$ cat config.mk
export PLATFORM = sky130hd
export DESIGN_NAME = uart_tx_mmio
export DESIGN_NICKNAME = d
export VERILOG_FILES = /design/src/rtl/uart_tx_pkg.sv /design/src/rtl/uart_tx_fifo.sv /design/src/rtl/uart_tx_mmio.sv
export SDC_FILE = /design/constraint.sdc
export NUM_CORES = 1
export LEC_CHECK = 0
export ABC_AREA = 1
export BUFFER_PORTS_ARGS = -buffer_cell sky130_fd_sc_hd__buf_2
export CAP_MARGIN = 20
export CORE_UTILIZATION = 30
export DETAILED_ROUTE_END_ITERATION = 6
export SLEW_MARGIN = 20
export SYNTH_ARGS = -nofsm -noshare
export SYNTH_HDL_FRONTEND = slang
export SYNTH_HIERARCHICAL = 1
export SYNTH_SLANG_ARGS = --single-unit
$ cat constraint.sdc
create_clock -name clock -period 3.84 [get_ports clock]
set_clock_uncertainty 0.2 [all_clocks]
set_input_delay 0.768 -clock clock [delete_from_list [all_inputs] [get_ports clock]]
set_output_delay 0.768 -clock clock [all_outputs]
set_load 0.05 [all_outputs]
$ cat src/rtl/uart_tx_pkg.sv
`default_nettype none
// ============================================================================
// Module  : uart_tx_pkg
// Brief   : Register map, STATUS bit positions and FSM encoding for uart_tx_mmio
// Revision: 1.0 - initial release
// ============================================================================
package uart_tx_pkg;

    localparam logic [3:0] C_REG_TXDATA = 4'h0;
    localparam logic [3:0] C_REG_STATUS = 4'h4;
    localparam logic [3:0] C_REG_CTRL   = 4'h8;

    localparam int C_STAT_BUSY    = 0;
    localparam int C_STAT_FULL    = 1;
    localparam int C_STAT_EMPTY   = 2;
    localparam int C_STAT_OVF     = 3;
    localparam int C_STAT_CNT_LSB = 4;
    localparam int C_STAT_CNT_MSB = 7;

    localparam logic [1:0] C_ST_IDLE  = 2'd0;
    localparam logic [1:0] C_ST_START = 2'd1;
    localparam logic [1:0] C_ST_DATA  = 2'd2;
    localparam logic [1:0] C_ST_STOP  = 2'd3;

endpackage
`default_nettype wire

$ cat src/rtl/uart_tx_fifo.sv
`default_nettype none
// ============================================================================
// Module  : uart_tx_fifo
// Brief   : Byte-wide synchronous FIFO; the parent gates push/pop legality
// Revision: 1.0 - initial release
// ============================================================================
module uart_tx_fifo #(
    parameter int DEPTH = 4
) (
    input  logic                       clock,
    input  logic                       rst,
    input  logic                       push,
    input  logic                       pop,
    input  logic [7:0]                 din,
    output logic [7:0]                 dout,
    output logic                       full,
    output logic                       empty,
    output logic [$clog2(DEPTH):0]     count
);

    localparam int AW = $clog2(DEPTH);
    localparam int CW = AW + 1;
    localparam logic [CW-1:0] C_DEPTH = CW'(DEPTH);

    logic [7:0]    r_mem [DEPTH];
    logic [AW-1:0] r_wr_ptr;
    logic [AW-1:0] r_rd_ptr;
    logic [CW-1:0] r_count;

    // Storage is not reset; only pointers and count define validity
    always_ff @(posedge clock) begin
        if (push) begin
            r_mem[r_wr_ptr] <= din;
        end
    end

    always_ff @(posedge clock or posedge rst) begin
        if (rst) begin
            r_wr_ptr <= '0;
            r_rd_ptr <= '0;
            r_count  <= '0;
        end else begin
            if (push) begin
                r_wr_ptr <= r_wr_ptr + 1'b1;
            end
            if (pop) begin
                r_rd_ptr <= r_rd_ptr + 1'b1;
            end
            case ({push, pop})
                2'b10:   r_count <= r_count + 1'b1;
                2'b01:   r_count <= r_count - 1'b1;
                default: r_count <= r_count;
            endcase
        end
    end

    assign dout  = r_mem[r_rd_ptr];
    assign full  = (r_count == C_DEPTH);
    assign empty = (r_count == '0);
    assign count = r_count;

endmodule
`default_nettype wire

$ cat src/rtl/uart_tx_mmio.sv
`default_nettype none
// ============================================================================
// Module  : uart_tx_mmio
// Brief   : Memory-mapped 8N1 UART transmitter with TX FIFO and polled status
// Revision: 1.0 - initial release
// ============================================================================
module uart_tx_mmio
    import uart_tx_pkg::*;
#(
    parameter int CLKS_PER_BIT = 16,
    parameter int FIFO_DEPTH   = 4
) (
    input  logic        clock,
    input  logic        rst,
    input  logic        sel,
    input  logic [3:0]  addr,
    input  logic        wr_en,
    input  logic        rd_en,
    input  logic [31:0] wdata,
    output logic [31:0] rdata,
    output logic        tx,
    output logic        busy
);

    localparam int BW = $clog2(CLKS_PER_BIT);
    localparam int CW = $clog2(FIFO_DEPTH) + 1;
    localparam logic [BW-1:0] C_BAUD_LAST = BW'(CLKS_PER_BIT - 1);

    logic [1:0]    r_state;
    logic [BW-1:0] r_baud;
    logic [2:0]    r_bit_idx;
    logic [7:0]    r_shift;
    logic          r_tx;
    logic          r_enable;
    logic          r_overflow;

    logic          w_baud_last;
    logic          w_pop;
    logic          w_push_req;
    logic          w_push_ok;
    logic          w_ovf_set;
    logic          w_ovf_clr;
    logic          w_ctrl_wr;
    logic [7:0]    w_fifo_dout;
    logic          w_fifo_full;
    logic          w_fifo_empty;
    logic [CW-1:0] w_fifo_count;
    logic [31:0]   w_count_ext;
    logic [31:0]   w_status;
    logic          w_unused;

    assign w_baud_last = (r_baud == C_BAUD_LAST);
    assign w_pop       = r_enable && !w_fifo_empty &&
                         ((r_state == C_ST_IDLE) ||
                          ((r_state == C_ST_STOP) && w_baud_last));

    // A push into a full FIFO still lands when the head leaves on the same edge
    assign w_push_req = sel && wr_en && (addr[3:2] == C_REG_TXDATA[3:2]);
    assign w_push_ok  = w_push_req && (!w_fifo_full || w_pop);
    assign w_ovf_set  = w_push_req && !w_push_ok;
    assign w_ovf_clr  = sel && wr_en && (addr[3:2] == C_REG_STATUS[3:2]) && wdata[C_STAT_OVF];
    assign w_ctrl_wr  = sel && wr_en && (addr[3:2] == C_REG_CTRL[3:2]);

    uart_tx_fifo #(
        .DEPTH (FIFO_DEPTH)
    ) u_fifo (
        .clock (clock),
        .rst   (rst),
        .push  (w_push_ok),
        .pop   (w_pop),
        .din   (wdata[7:0]),
        .dout  (w_fifo_dout),
        .full  (w_fifo_full),
        .empty (w_fifo_empty),
        .count (w_fifo_count)
    );

    always_ff @(posedge clock or posedge rst) begin
        if (rst) begin
            r_enable   <= 1'b0;
            r_overflow <= 1'b0;
        end else begin
            if (w_ctrl_wr) begin
                r_enable <= wdata[0];
            end
            if (w_ovf_set) begin
                r_overflow <= 1'b1;
            end else if (w_ovf_clr) begin
                r_overflow <= 1'b0;
            end
        end
    end

    always_ff @(posedge clock or posedge rst) begin
        if (rst) begin
            r_state   <= C_ST_IDLE;
            r_baud    <= '0;
            r_bit_idx <= 3'd0;
            r_shift   <= 8'h00;
            r_tx      <= 1'b1;
        end else begin
            case (r_state)
                C_ST_IDLE: begin
                    if (w_pop) begin
                        r_state <= C_ST_START;
                        r_shift <= w_fifo_dout;
                        r_baud  <= '0;
                        r_tx    <= 1'b0;
                    end
                end
                C_ST_START: begin
                    if (w_baud_last) begin
                        r_baud    <= '0;
                        r_bit_idx <= 3'd0;
                        r_state   <= C_ST_DATA;
                        r_tx      <= r_shift[0];
                        r_shift   <= {1'b0, r_shift[7:1]};
                    end else begin
                        r_baud <= r_baud + 1'b1;
                    end
                end
                C_ST_DATA: begin
                    if (w_baud_last) begin
                        r_baud <= '0;
                        if (r_bit_idx == 3'd7) begin
                            r_state <= C_ST_STOP;
                            r_tx    <= 1'b1;
                        end else begin
                            r_bit_idx <= r_bit_idx + 3'd1;
                            r_tx      <= r_shift[0];
                            r_shift   <= {1'b0, r_shift[7:1]};
                        end
                    end else begin
                        r_baud <= r_baud + 1'b1;
                    end
                end
                C_ST_STOP: begin
                    if (w_baud_last) begin
                        r_baud <= '0;
                        // Back-to-back frames: next start bit follows the stop bit directly
                        if (w_pop) begin
                            r_state <= C_ST_START;
                            r_shift <= w_fifo_dout;
                            r_tx    <= 1'b0;
                        end else begin
                            r_state <= C_ST_IDLE;
                        end
                    end else begin
                        r_baud <= r_baud + 1'b1;
                    end
                end
                default: begin
                    r_state <= C_ST_IDLE;
                    r_tx    <= 1'b1;
                end
            endcase
        end
    end

    assign tx          = r_tx;
    assign busy        = (r_state != C_ST_IDLE);
    assign w_count_ext = 32'(w_fifo_count);

    always_comb begin
        w_status                                = 32'h0;
        w_status[C_STAT_BUSY]                   = busy;
        w_status[C_STAT_FULL]                   = w_fifo_full;
        w_status[C_STAT_EMPTY]                  = w_fifo_empty;
        w_status[C_STAT_OVF]                    = r_overflow;
        w_status[C_STAT_CNT_MSB:C_STAT_CNT_LSB] = w_count_ext[3:0];
    end

    always_comb begin
        rdata = 32'h0;
        if (sel && rd_en) begin
            case (addr[3:2])
                C_REG_STATUS[3:2]: rdata = w_status;
                C_REG_CTRL[3:2]:   rdata = {31'h0, r_enable};
                default:           rdata = 32'h0;
            endcase
        end
    end

    assign w_unused = &{1'b0, addr[1:0], wdata[31:8], w_count_ext[31:4]};

endmodule
`default_nettype wire

==> impl_metrics.csv <==
group,metric,value,unit
clocking,cts_resized,0,
clocking,cts_tree,"done",
timing,rsz0062_at_grt,"false",
hold_path,hold_class,"in2async",
worst_setup_path,cp-end-kind,"flop",
logic_synthesis,yosysWarnings,6,
drt,drt_pass1_iterations,4,
clocking,ctsRootBufferMaster,"clkbuf_8",
drt,antenna_left,0,
timing,setup_violations,0,
logic_synthesis,avgSynthCellArea,9.406,um2
drt,drt-initial-drc-count,89,
floorplanning,core,10280,um2
logic_synthesis,yosys.cell_types.count,36,
job,cap_viol_max_count,0,
clocking,htreeDepth,3,
logic_synthesis,synth_area,3179,um2
clocking,path_clk_slew,0.07,ns
timing,setup_tns,0,ns
timing,finalWorstSetupSlack,0.9857,ns
timing,worst_pin_slew,0.9373,ns
power_and_ir_drop,irDropWorstVdd,0.0002340,V
placement,dp_hpwl,3799,um
logic_synthesis,synth_top_cell_by_area,"edfxtp_1",
clocking,ctsLongestPathBuffers,2,
logic_synthesis,synth_area_leaders,"edfxtp_1 30%, dfrtp_1 20%, nand2_1 13%",
clocking,cts_sinks,59,
logic_synthesis,synth_top_area_share,30.22,%
drt,viasPerCell,4.183,
timing,finalHoldViolCount,0,
timing,max_freq,0.3503,GHz
floorplanning,fp-row-count,37,
grt,grt_max_degree,35,
logic_synthesis,synth_seq_cells,59,
power_and_ir_drop,p_per_area,757.7,nW/um2
layout,layout.cells.most_common_list,"109 x nand2_1, 38 x inv_1, 32 x edfxtp_1",
layout,final_common_cell,"nand2_1",
clocking,clkLatencyLatePin,0.34,ns
drt,vias,2108,
floorplanning,die_h,104.9,um
power_and_ir_drop,power_leakage,0.001694,uW
clocking,numCtsBuffers,9,
power_and_ir_drop,total_power,2692,uW
worst_setup_path,worstPathArrival,2.92,ns
outcome,outcome,"completed",
worst_setup_path,worstPathMaxFanout,8,
logic_synthesis,synth_cells,338,
drt,wl_per_cell,10.49,um
worst_setup_path,critPathSlowestCell,"a21oi_1",
placement,gp_congestion,0.7439,
layout,layout-drive-gt1-share,15.49,%
grt,overflow,0,
placement,dp_worst_setup_slack,0.9503,ns
timing,maxSlewViolCount,0,
drt,drc,0,
layout,fill_cells,1025,
timing,period_needed,2.854,ns
floorplanning,dieArea,11010,um2
clocking,ctsHoldBuffers,0,
layout,nets,420,
grt,grtUsageTotal,10.86,%
layout,antenna_cells,0,
floorplanning,die_x,104.9,um
clocking,post_cts_buffers,0,
worst_setup_path,critical_path_class,"reg2reg",
floorplanning,io_pins,75,
placement,portBuffers,23,
floorplanning,initial_core_util,30.93,%
worst_setup_path,path_cells,"inv_1 -> ha_1 -> nor2_1 -> nor2_1 -> nand2_2 -> a21oi_1 -> inv_2 -> ha_1 -> inv_1 -> fa_1 -> o21ai_1",
logic_synthesis,synth_seq_area_share,51.52,%
worst_setup_path,max_stage_delay,0.55,ns
worst_setup_path,cp-start-kind,"flop",
worst_setup_path,cp.required,3.91,ns
drt,routed_wl,5287,um
layout,syn_to_final_growth,11.73,%
timing,fin_crit_sh,74.33,%
grt,grt_pass1_vias,2006,
timing,relSlewSlack,37.51,%
grt,antenna_found_initial,0,
grt,grt_pass1_wl,9183,um
==> routing by layer <==
layer / track usage [%] / up-vias / part of all wire (%)
met5: 0 / - / 0
met4: 5.734 / 0 / 1.5
met1: 12.43 / 975 / 45
met2: 17.93 / 40 / 51
met3: 3.681 / 6 / 3.0
li1: - / 1087 / -
==> path summary, 6_finish.rpt <==
check	from	endpoint	slack, ns	cells past startpoint
setup reg to reg	r_state[1]$_DFFE_PP0P_	u_fifo/count[1]$_DFFE_PP0P_	0.99	11
hold / removal	rst	u_fifo/count[0]$_DFFE_PP0P_	0.16	2
hold reg to reg	r_shift[5]$_DFFE_PP0P_	r_shift[5]$_DFFE_PP0P_	0.27	2
max in group asynchronous	rst	r_shift[3]$_DFFE_PP0P_	2.56	2
min in group clock	r_shift[5]$_DFFE_PP0P_	r_shift[5]$_DFFE_PP0P_	0.27	2
setup / recovery	r_state[1]$_DFFE_PP0P_	u_fifo/count[1]$_DFFE_PP0P_	0.99	11
==> logic make-up (layout without fill, tap and decap cells) <==
logic type,count (synthesis),after routing,synth area share (%)
flip-flops,59,59,51.52
XOR/XNOR,6,6,1.653
other,1,25,0.1180
multiplexers,1,1,0.3542
AND/OR/NAND/NOR,142,142,19.09
buffers and inverters,79,85,13.38
adder cells (fa/ha/maj),16,16,6.533
AO/OA/AOI/OAI,34,34,7.359
==> worst max-delay path: cells and delay by family (launching register included) <==
family | cells | cell delay (ns)
and+or+nand+nor | 3 | 0.38
AOI/OAI and AO/OA | 2 | 0.67
adders and majority gates | 3 | 0.86
buffers and inverters | 3 | 0.27
DFF | 1 | 0.40
==> synth_stat cells <==
master    count
a21oi_4       1
a22oi_1       1
a22o_1        1
nand3_4       1
dfrtp_1      26
inv_4         1
conb_1        1
inv_2         6
clkinv_1      1
nor3_1        2
edfxtp_1     32
o21ai_1       2
nand4_1       1
dfstp_2       1
o211ai_1     17
nand3_1      11
o21ai_2       1
ha_1         15
a21oi_1       1
xor2_1        4
nor2_2        2
nand3b_1      2
mux2_2        1
nand2_4       3
buf_6         4
fa_1          1
nor2_1        9
clkbuf_1      2
inv_1        38
o21ai_0      10
buf_4        25
nand2_2       1
nand2_1     109
nor3b_1       1
buf_2         2
xnor2_1       2
==> layout make-up <==
| class | instances | area [um2] | area share [%] |
|---|---|---|---|
| tap | 136 | 170.2 | 4.790 |
| inverter | 46 | 175.2 | 4.931 |
| multi-input combinational | 224 | 1206 | 33.96 |
| clock inverter | 7 | 123.9 | 3.487 |
| clock buffer | 9 | 123.9 | 3.487 |
| sequential | 59 | 1638 | 46.11 |
| timing repair buffer | 23 | 115.1 | 3.241 |
==> stage by stage <==
stage / area, um2 / hold slack [ns] / util [%] / cells
after floorplan: 3269 / 0.2417 / - / 362
after global routing: 3552 / 0.1757 / 34.56 / 504
after CTS: 3552 / 0.1484 / 34.56 / 504
after detailed placement: 3304 / 0.2629 / 32.15 / 488
final: 3552 / 0.1649 / 34.56 / 504
after global placement: 3304 / 0.2563 / 32.15 / 488
==> flip-flops by register name, summed over array words and instances, names as in the netlist <==
name,count
r_bit_idx,3
u_fifo/r_wr_ptr,2
u_fifo/r_rd_ptr,2
u_fifo/r_mem,32
tx,1
r_baud,4
r_overflow,1
r_shift,8
r_state,2
r_enable,1
u_fifo/count,3
==> power by group <==
group | internal [uW] | total [uW] | switching [uW]
clock | 436 | 701 | 265
combinational | 350 | 1030 | 676
sequential | 806 | 964 | 158
Note: power is estimated with default switching activity, not from simulation.
